### src/rtl/mem_port_arbiter_if.sv
// Bundle of requester, memory-port and status signals around the shared memory arbiter.
// The slave modport is the arbiter's view; master is the surrounding core/memory view.
interface mem_port_arbiter_if #(
   parameter int ADDR_W = 16,
   parameter int DATA_W = 16
);
   logic              if_req;
   logic [ADDR_W-1:0] if_addr;
   logic [DATA_W-1:0] if_rdata;
   logic              dm_req;
   logic              dm_we;
   logic [ADDR_W-1:0] dm_addr;
   logic [DATA_W-1:0] dm_wdata;
   logic [DATA_W-1:0] dm_rdata;
   logic              stall_mem_ready;
   logic              mem_req;
   logic              mem_we;
   logic [ADDR_W-1:0] mem_addr;
   logic [DATA_W-1:0] mem_wdata;
   logic [DATA_W-1:0] mem_rdata;
   logic              mem_ready;
   logic              bus_err;

   modport slave (
      input  if_req, if_addr, dm_req, dm_we, dm_addr, dm_wdata, mem_rdata, mem_ready,
      output if_rdata, dm_rdata, stall_mem_ready, mem_req, mem_we, mem_addr, mem_wdata, bus_err
   );

   modport master (
      output if_req, if_addr, dm_req, dm_we, dm_addr, dm_wdata, mem_rdata, mem_ready,
      input  if_rdata, dm_rdata, stall_mem_ready, mem_req, mem_we, mem_addr, mem_wdata, bus_err
   );
endinterface

### src/rtl/mem_port_arbiter.sv
// Serialises the data (first) and fetch requests of one pipeline bundle onto a single-port
// memory, freezing the pipeline until both are served; a wait watchdog aborts hung accesses.
module mem_port_arbiter #(
   parameter int ADDR_W     = 16,
   parameter int DATA_W     = 16,
   parameter int WAIT_LIMIT = 15,
   parameter int CNT_W      = 4
) (
   input  logic              clk,
   input  logic              rst,
   mem_port_arbiter_if.slave bus
);
   typedef enum logic [1:0] {IDLE, DATA, INSTR} state_t;

   state_t            state_q, state_d;
   logic              if_done_q, if_done_d;
   logic              dm_done_q, dm_done_d;
   logic [CNT_W-1:0]  cnt_q, cnt_d;
   logic [DATA_W-1:0] if_rdata_q, if_rdata_d;
   logic [DATA_W-1:0] dm_rdata_q, dm_rdata_d;
   logic              mem_req_q, mem_req_d;
   logic              mem_we_q, mem_we_d;
   logic [ADDR_W-1:0] mem_addr_q, mem_addr_d;
   logic [DATA_W-1:0] mem_wdata_q, mem_wdata_d;
   logic              bus_err_q, bus_err_d;
   logic              if_pend, dm_pend, expired, txn_end;

   function automatic logic wd_expired(input logic [CNT_W-1:0] cnt, input logic ready);
      return !ready && (cnt == CNT_W'(WAIT_LIMIT - 1));
   endfunction

   // An aborted read returns zero so the core never consumes stale bus data.
   function automatic logic [DATA_W-1:0] rd_capture(input logic ready,
                                                    input logic [DATA_W-1:0] rdata);
      return ready ? rdata : '0;
   endfunction

   assign if_pend = bus.if_req & ~if_done_q;
   assign dm_pend = bus.dm_req & ~dm_done_q;
   assign expired = wd_expired(cnt_q, bus.mem_ready);
   assign txn_end = bus.mem_ready | expired;

   always_comb begin
      state_d     = state_q;
      if_done_d   = if_done_q;
      dm_done_d   = dm_done_q;
      cnt_d       = cnt_q;
      if_rdata_d  = if_rdata_q;
      dm_rdata_d  = dm_rdata_q;
      mem_req_d   = mem_req_q;
      mem_we_d    = mem_we_q;
      mem_addr_d  = mem_addr_q;
      mem_wdata_d = mem_wdata_q;
      bus_err_d   = bus_err_q;

      case (state_q)
         IDLE: begin
            if (dm_pend) begin
               state_d     = DATA;
               mem_req_d   = 1'b1;
               mem_we_d    = bus.dm_we;
               mem_addr_d  = bus.dm_addr;
               mem_wdata_d = bus.dm_wdata;
               cnt_d       = '0;
            end else if (if_pend) begin
               state_d     = INSTR;
               mem_req_d   = 1'b1;
               mem_we_d    = 1'b0;
               mem_addr_d  = bus.if_addr;
               mem_wdata_d = '0;
               cnt_d       = '0;
            end else begin
               // Nothing outstanding: the bundle retires and the next one starts clean.
               if_done_d = 1'b0;
               dm_done_d = 1'b0;
            end
         end

         DATA: begin
            if (txn_end) begin
               dm_done_d = 1'b1;
               if (!mem_we_q) dm_rdata_d = rd_capture(bus.mem_ready, bus.mem_rdata);
               if (expired) bus_err_d = 1'b1;
               cnt_d = '0;
               if (if_pend) begin
                  state_d     = INSTR;
                  mem_req_d   = 1'b1;
                  mem_we_d    = 1'b0;
                  mem_addr_d  = bus.if_addr;
                  mem_wdata_d = '0;
               end else begin
                  state_d   = IDLE;
                  mem_req_d = 1'b0;
               end
            end else begin
               cnt_d = cnt_q + CNT_W'(1);
            end
         end

         INSTR: begin
            if (txn_end) begin
               if_done_d  = 1'b1;
               if_rdata_d = rd_capture(bus.mem_ready, bus.mem_rdata);
               if (expired) bus_err_d = 1'b1;
               cnt_d     = '0;
               state_d   = IDLE;
               mem_req_d = 1'b0;
            end else begin
               cnt_d = cnt_q + CNT_W'(1);
            end
         end

         default: begin
            state_d   = IDLE;
            mem_req_d = 1'b0;
         end
      endcase
   end

   always_ff @(posedge clk or posedge rst) begin
      if (rst) begin
         state_q     <= IDLE;
         if_done_q   <= 1'b0;
         dm_done_q   <= 1'b0;
         cnt_q       <= '0;
         if_rdata_q  <= '0;
         dm_rdata_q  <= '0;
         mem_req_q   <= 1'b0;
         mem_we_q    <= 1'b0;
         mem_addr_q  <= '0;
         mem_wdata_q <= '0;
         bus_err_q   <= 1'b0;
      end else begin
         state_q     <= state_d;
         if_done_q   <= if_done_d;
         dm_done_q   <= dm_done_d;
         cnt_q       <= cnt_d;
         if_rdata_q  <= if_rdata_d;
         dm_rdata_q  <= dm_rdata_d;
         mem_req_q   <= mem_req_d;
         mem_we_q    <= mem_we_d;
         mem_addr_q  <= mem_addr_d;
         mem_wdata_q <= mem_wdata_d;
         bus_err_q   <= bus_err_d;
      end
   end

   assign bus.stall_mem_ready = if_pend | dm_pend;
   assign bus.if_rdata        = if_rdata_q;
   assign bus.dm_rdata        = dm_rdata_q;
   assign bus.mem_req         = mem_req_q;
   assign bus.mem_we          = mem_we_q;
   assign bus.mem_addr        = mem_addr_q;
   assign bus.mem_wdata       = mem_wdata_q;
   assign bus.bus_err         = bus_err_q;
endmodule

### src/flat_wrapper.sv
// flat-port wrapper written by rule: the top's interface ports become plain ports
module mem_port_arbiter_flat 
#(
   parameter int ADDR_W     = 16,
   parameter int DATA_W     = 16,
   parameter int WAIT_LIMIT = 15,
   parameter int CNT_W      = 4
)
  (clk, rst, bus_if_req, bus_if_addr, bus_dm_req, bus_dm_we, bus_dm_addr, bus_dm_wdata, bus_mem_rdata, bus_mem_ready, bus_if_rdata, bus_dm_rdata, bus_stall_mem_ready, bus_mem_req, bus_mem_we, bus_mem_addr, bus_mem_wdata, bus_bus_err);
  mem_port_arbiter_if #(.ADDR_W(ADDR_W), .DATA_W(DATA_W)) bus_i ();
  input  logic clk;
  input  logic rst;
  input wire logic [$bits(bus_i.if_req)-1:0] bus_if_req;
  input wire logic [$bits(bus_i.if_addr)-1:0] bus_if_addr;
  input wire logic [$bits(bus_i.dm_req)-1:0] bus_dm_req;
  input wire logic [$bits(bus_i.dm_we)-1:0] bus_dm_we;
  input wire logic [$bits(bus_i.dm_addr)-1:0] bus_dm_addr;
  input wire logic [$bits(bus_i.dm_wdata)-1:0] bus_dm_wdata;
  input wire logic [$bits(bus_i.mem_rdata)-1:0] bus_mem_rdata;
  input wire logic [$bits(bus_i.mem_ready)-1:0] bus_mem_ready;
  output wire logic [$bits(bus_i.if_rdata)-1:0] bus_if_rdata;
  output wire logic [$bits(bus_i.dm_rdata)-1:0] bus_dm_rdata;
  output wire logic [$bits(bus_i.stall_mem_ready)-1:0] bus_stall_mem_ready;
  output wire logic [$bits(bus_i.mem_req)-1:0] bus_mem_req;
  output wire logic [$bits(bus_i.mem_we)-1:0] bus_mem_we;
  output wire logic [$bits(bus_i.mem_addr)-1:0] bus_mem_addr;
  output wire logic [$bits(bus_i.mem_wdata)-1:0] bus_mem_wdata;
  output wire logic [$bits(bus_i.bus_err)-1:0] bus_bus_err;
  assign bus_i.if_req = bus_if_req;
  assign bus_i.if_addr = bus_if_addr;
  assign bus_i.dm_req = bus_dm_req;
  assign bus_i.dm_we = bus_dm_we;
  assign bus_i.dm_addr = bus_dm_addr;
  assign bus_i.dm_wdata = bus_dm_wdata;
  assign bus_i.mem_rdata = bus_mem_rdata;
  assign bus_i.mem_ready = bus_mem_ready;
  assign bus_if_rdata = bus_i.if_rdata;
  assign bus_dm_rdata = bus_i.dm_rdata;
  assign bus_stall_mem_ready = bus_i.stall_mem_ready;
  assign bus_mem_req = bus_i.mem_req;
  assign bus_mem_we = bus_i.mem_we;
  assign bus_mem_addr = bus_i.mem_addr;
  assign bus_mem_wdata = bus_i.mem_wdata;
  assign bus_bus_err = bus_i.bus_err;
  mem_port_arbiter #(.ADDR_W(ADDR_W), .DATA_W(DATA_W), .WAIT_LIMIT(WAIT_LIMIT), .CNT_W(CNT_W)) u_core (.clk(clk), .rst(rst), .bus(bus_i));
endmodule
### config.mk
export PLATFORM = sky130hd
export DESIGN_NAME = mem_port_arbiter_flat
export DESIGN_NICKNAME = d
export VERILOG_FILES = /design/src/rtl/mem_port_arbiter_if.sv /design/src/rtl/mem_port_arbiter.sv /design/src/flat_wrapper.sv
export SDC_FILE = /design/constraint.sdc
export NUM_CORES = 1
export LEC_CHECK = 0
export CORE_ASPECT_RATIO = 1.25
export CORE_MARGIN = 2
export CORE_UTILIZATION = 42
export DETAILED_ROUTE_END_ITERATION = 16
export PLACE_DENSITY = 0.83
export SYNTH_ARGS = -nofsm -noshare
export SYNTH_HDL_FRONTEND = slang
export SYNTH_SLANG_ARGS = --single-unit
### constraint.sdc
create_clock -name clk -period 2.5 [get_ports clk]
set_input_delay 0.375 -clock clk [delete_from_list [all_inputs] [get_ports clk]]
set_output_delay 0.375 -clock clk [all_outputs]
set_load 0.03 [all_outputs]
==> impl_metrics.tcl, run 1 <==
set metrics [dict create \
    status "completed" \
    layout.area.seq_sq_um 1880 \
    max_clock_freq_mhz 447 \
    drt_iter0_drc 125 \
    die-area_sq_um 8130 \
    syn_nets 360 \
    core_area_sq_um 7270 \
    synth_area_per_cell_sq_um 11.0 \
    multi_input_area_sq_um 1140 \
    drt-total-wl_mm 8.47 \
    htree_levels 3 \
    synth_top_cell_by_area "dfrtp_1" \
    routabilityCongestion 0.814 \
    yosys-top-cells-count "75 x dfrtp_1, 43 x nand2_1, 30 x a22o_1, 23 x a21oi_1, 22 x o21ai_0" \
    critical_path.endpoint_type "output pin" \
    hold_viol 0 \
    final_cells 521 \
    io_pins 138 \
    whs_ns 0.430 \
    crit_type "input pin to output pin" \
    ir_drop_mv 0.657 \
    fp-row-count 35 \
    worstPathArrival_ns 1.86 \
    powerDensity_nw_per_um2 1330 \
    n_antenna_cell 0 \
    ys_ff_latch 75 \
    grt_start_max_net_pins 49 \
    synth_edf_count 0 \
    netlist_area_sq_um 3120 \
    clockBufferDepth 2 \
    r2r-start "u_core.state_q[0]$_DFFE_PP0P_" \
    synth_warnings 0 \
    detail-route-antenna-nets 0 \
    tns_ns 0 \
    postCtsHoldBufs 0 \
    cts_buffers 9 \
    drc 0 \
    worstMarginPinSlew_ns 1.04 \
    placed_cells 505 \
    critical_path.most_common_cell "clkdlybuf4s50_1" \
    cts.clk_slew.worst_paths_ns 0.09 \
    syn-instance-count 284 \
    finalSetupViolCount 0 \
    reg2reg_depth 5 \
    post_cts_buffers 0 \
    rr_endpoint "u_core.bus.mem_wdata[4]$_DFFE_PP0P_" \
    dieWidth_um 81.0 \
    cp_cell_sequence "clkdlybuf4s50_1 -> nand2b_1 -> nand2_1 -> clkdlybuf4s50_1" \
    synthArstFlopShare 1.00 \
    initial_utilization 0.429 \
    cpPeakStageDelay_ns 0.68 \
    fin_nets 500 \
    cp.buffers_inverters 2 \
    io_buffers 137 \
    cp-start-kind "input pin" \
    clkLatencyLatePin_ns 0.35 \
    n_fill_cell 596 \
    crit_required_ns 2.12 \
    first_pass_iters 4 \
    critPathTopFamily "buffers and inverters" \
    synthDistinctLibCells 29 \
    grt_pass1_vias 2782 \
    ctsResizeCount 0 \
    hp-class "input pin to asynchronous set/reset pin" \
    cts_tree "built" \
    final_max_slew_viol_count 0 \
    fin_crit_sh 0.895 \
    track_usage 0.215 \
    critPathSlowestCell "clkdlybuf4s50_1" \
    area_growth_pct 53.5 \
    root_buffer "clkbuf_8" \
    dp_hpwl_mm 6.27 \
    vias 2774 \
    gr-total-overflow 0 \
    synthFlopType "dfrtp_1" \
    vias_per_cell 5.32 \
    crit_fanout 6 \
    synth.yosys.seq_area_share 0.602 \
    timing.slew.headroom 0.304 \
    synthTopCellsByArea "dfrtp_1 60%, a22o_1 8.4%, nand2_1 5.2%" \
    r2r_setup_slack_ns 0.26 \
    wl_per_cell_um 16.3 \
    grt_setup_unrepaired "false" \
    drive_gt1_frac 0.0699 \
    grt_pass1_wl_mm 13.4 \
    layout_min_cycle_time_ns 2.24 \
    cts_sinks 75 \
    synth_most_common_cell "dfrtp_1" \
    fin_skew_ns 0.0128 \
    antenna_found_initial 0 \
    maxCapViolations 0 \
    p_leak_uw 0.00207 \
    synth_top_area_frac 0.602 \
    die_h_um 100 \
]
## flip-flops by register name, indices dropped and copies added, names as in the netlist
register / cells
u_core.bus.bus_err: 1
u_core.bus.dm_rdata: 16
u_core.bus.if_rdata: 16
u_core.bus.mem_addr: 16
u_core.bus.mem_req: 1
u_core.bus.mem_wdata: 16
u_core.bus.mem_we: 1
u_core.cnt_q: 4
u_core.dm_done_q: 1
u_core.if_done_q: 1
u_core.state_q: 2
## per-layer routing
metal  up-vias  global-route usage  share of wire
li1       1309                   -              -
met1      1357               0.282           0.42
met2        92               0.358           0.51
met3        16              0.0261          0.048
met4         0              0.0926          0.023
met5         -                   0              0
## power by group
| group | switching [uW] | leakage (uW) | internal [uW] |
|---|---|---|---|
| Clock | 453 | 0.0000927 | 462 |
| Sequential | 294 | 0.000936 | 1720 |
| Combinational | 2000 | 0.00104 | 1440 |
## worst max path at each step
stage / from / end / slack [ns] / cells past startpoint
6_report: bus_if_req / bus_stall_mem_ready / 0.26 / 4
5_1_grt: u_core.state_q[0]$_DFFE_PP0P_ / u_core.bus.mem_wdata[4]$_DFFE_PP0P_ / 0.06 / 5
4_1_cts: u_core.state_q[0]$_DFFE_PP0P_ / u_core.bus.mem_wdata[4]$_DFFE_PP0P_ / 0.23 / 5
3_5_place_dp: bus_dm_req / u_core.bus.mem_addr[7]$_DFFE_PP0P_ / 0.21 / 5
3_3_place_gp: bus_dm_req / u_core.bus.mem_addr[11]$_DFFE_PP0P_ / 0.27 / 5
2_1_floorplan: rst / u_core.bus.bus_err$_DFFE_PP0P_ / 0.22 / 1
## cells by family (layout without fill, tap and decap cells)
logic type               after synthesis  after routing  share of synthesized area
AND/OR/NAND/NOR                       76             76                      0.104
adder cells (fa/ha/maj)                6              6                     0.0241
flip-flops                            75             75                      0.602
buffers and inverters                 20            165                     0.0321
AO/OA/AOI/OAI                        107            107                      0.237
## layout by cell type, fill, tap and decap left out
master,count
clkinvlp_4,2
a32o_1,3
a31o_2,3
a22o_1,30
nand2b_1,4
a41o_1,1
o21ai_0,22
inv_6,1
inv_2,1
a31oi_1,4
nand2_1,43
a21oi_1,23
o2bb2ai_1,2
clkinv_2,2
nor3_2,1
nand3_1,1
and2_1,1
inv_1,3
or3b_1,1
buf_4,7
clkbuf_1,1
nor2_1,20
nor2b_1,3
and3_1,1
a21oi_2,1
clkbuf_8,9
nand3b_1,1
buf_12,1
dfrtp_1,75
clkdlybuf4s50_1,137
o22ai_1,16
o31ai_1,1
ha_1,6
bufinv_16,1
a221oi_4,1
## final cells by class
class,instances,share of cell area
Multi-Input combinational cell,189,0.238
Inverter,4,0.00314
Tap cell,92,0.0241
Sequential cell,75,0.393
Clock inverter,6,0.0133
Timing Repair Buffer,145,0.302
Clock buffer,10,0.0267
## metrics by stage
stage	util	setup slack, ns	instance area (sq um)	power [uW]
5_1_grt	0.658	0.0632	4780	6750
2_1_floorplan	-	0.215	3120	4090
3_5_place_dp	0.631	0.205	4590	5490
4_1_cts	0.658	0.232	4780	6420
6_report	0.658	0.263	4780	6370
3_3_place_gp	0.631	0.274	4590	5390
(Power assumes the default switching activity.)
==> run 2, diff against run 1 <==
==> constraint.sdc (replaced) <==
create_clock -name clk -period 2.3 [get_ports clk]
set_input_delay 0.345 -clock clk [delete_from_list [all_inputs] [get_ports clk]]
set_output_delay 0.345 -clock clk [all_outputs]
set_load 0.03 [all_outputs]
==> run 2 against run 1 <==
Register-to-register slack about the same. Utilization increased by 0.74 points. Final area increased by 1.1%. First-iteration DRC count rose by 8.8%. Clock skew fell by 0.00086 ns. Global-route usage rose by 0.36 points.
==> impl_metrics.tcl, run 2 (synthesized netlist as in run 1, its figures left out) <==
set metrics [dict create \
    initial_utilization 0.429 \
    cp-start-kind "input pin" \
    gr-total-overflow 0 \
    crit_fanout 5 \
    area_growth_pct 55.2 \
    fin_skew_ns 0.0120 \
    drc 0 \
    grt_setup_unrepaired "false" \
    tns_ns 0 \
    post_cts_buffers 0 \
    timing.slew.headroom 0.538 \
    fin_crit_sh 0.954 \
    final_max_slew_viol_count 0 \
    clkPwrFrac 0.157 \
    ctsResizeCount 0 \
    placed_area_sq_um 4610 \
    drt_iter0_drc 136 \
    swShare 0.424 \
    postCtsHoldBufs 0 \
    detail-route-antenna-nets 0 \
    die-area_sq_um 8130 \
    reg2reg_depth 7 \
    cts_tree "built" \
    p_leak_uw 0.00210 \
    hp-class "input pin to asynchronous set/reset pin" \
    fp-row-count 35 \
    finalPower_uw 7100 \
    grt_pass1_vias 2818 \
    rr_endpoint "u_core.bus.mem_addr[3]$_DFFE_PP0P_" \
    dieWidth_um 81.0 \
    r2r_setup_slack_ns 0.26 \
    crit_required_ns 1.96 \
    layout_min_cycle_time_ns 2.19 \
    io_buffers 137 \
    ir_drop_mv 1.03 \
    setup_ws_ns 0.106 \
    clkLatencyLatePin_ns 0.35 \
    routabilityCongestion 0.868 \
    mostFrequentLayoutCells "137 x clkdlybuf4s50_1, 75 x dfrtp_1, 43 x nand2_1" \
    grt_pass1_wl_mm 13.7 \
    grt_start_max_net_pins 76 \
    p_switching_uw 3010 \
    cts_sinks 75 \
    finalSetupViolCount 0 \
    dp_hpwl_mm 6.14 \
    status "completed" \
    critical_path.endpoint_type "output pin" \
    track_usage 0.219 \
    cts_buffers 9 \
    io_pins 138 \
    r2r-start "u_core.state_q[1]$_DFFE_PP0P_" \
    max_clock_freq_mhz 456 \
    clockBufferDepth 2 \
    place_ws_ns 0.0662 \
    htree_levels 3 \
    cts.clk_slew.worst_paths_ns 0.09 \
    maxCapViolations 0 \
    crit_type "input pin to output pin" \
    p_int_uw 4090 \
    wl_per_cell_um 16.2 \
    n_antenna_cell 0 \
    root_buffer "clkbuf_8" \
    die_h_um 100 \
    final_area_sq_um 4830 \
    antenna_found_initial 0 \
    drt-total-wl_mm 8.47 \
    hold_viol 0 \
    power_frac_seq 0.309 \
    first_pass_iters 5 \
    layout_commonest_cell "clkdlybuf4s50_1" \
    pwr-share-comb 0.534 \
    core_area_sq_um 7270 \
    drive_gt1_frac 0.0741 \
    whs_ns 0.401 \
    powerDensity_nw_per_um2 1470 \
    worstPathArrival_ns 1.85 \
    vias_per_cell 5.31 \
    worstMarginPinSlew_ns 0.692 \
    fin_nets 503 \
    vias 2780 \
]
[run 2: power by group through the flow]
stage	registers [uW]	logic (uW)	clock network, uW
finish	2200	3790	1110
global route	2260	4070	1200
CTS	2200	3810	1140
detailed placement	2220	3790	0
global placement	2190	3700	0
floorplan	3170	1280	0
[run 2: routing by layer]
metal  track usage  vias to the layer above  wire (um)  part of all wire
met3        0.0252                       18        371             0.044
li1              -                     1328          -                 -
met2         0.371                       87       4420              0.52
met1         0.279                     1347       3480              0.41
met4        0.0978                        0        204             0.024
met5             0                        -          0                 0
[run 2: worst max path at each step]
stage	cells after the start	end	slack, ns	startpoint
3_5_place_dp	5	u_core.bus.mem_wdata[12]$_DFFE_PP0P_	0.07	u_core.state_q[1]$_DFFE_PP0P_
4_1_cts	5	u_core.bus.mem_wdata[12]$_DFFE_PP0P_	0.05	u_core.state_q[1]$_DFFE_PP0P_
5_1_grt	3	bus_stall_mem_ready	0.06	u_core.dm_done_q$_DFFE_PP0P_
6_report	4	bus_stall_mem_ready	0.11	bus_dm_req
2_1_floorplan	1	u_core.bus.bus_err$_DFFE_PP0P_	0.05	rst
3_3_place_gp	4	bus_stall_mem_ready	0.20	bus_dm_req
[run 2: worst max-delay path: stages]
cell and delay, ns:
clkdlybuf4s50_1 0.51, nand2b_1 0.17, nand2_1 0.14, clkdlybuf4s50_1 0.68
[run 2: through the flow]
stage,cells,util
6_report,524,0.665
5_1_grt,524,0.665
4_1_cts,524,0.664
3_5_place_dp,508,0.634
3_3_place_gp,508,0.634
2_1_floorplan,284,-
[run 2: layout make-up]
class,count,area [sq um]
sequential,75,1880
fill,598,2430
multi-input combinational,189,1140
tap,92,115
clock buffer,11,131
timing repair buffer,148,1470
inverter,4,15.0
clock inverter,5,85.1
==> run 3, diff against run 2 <==
--- a/config.mk
+++ b/config.mk
@@ -5,6 +5,7 @@
 export SDC_FILE = /design/constraint.sdc
 export NUM_CORES = 1
 export LEC_CHECK = 0
+export CAP_MARGIN = 10
 export CORE_ASPECT_RATIO = 1.25
 export CORE_MARGIN = 2
 export CORE_UTILIZATION = 42
==> results of run 3 <==
Final layout, timing and power as in run 2 (identical DEF).
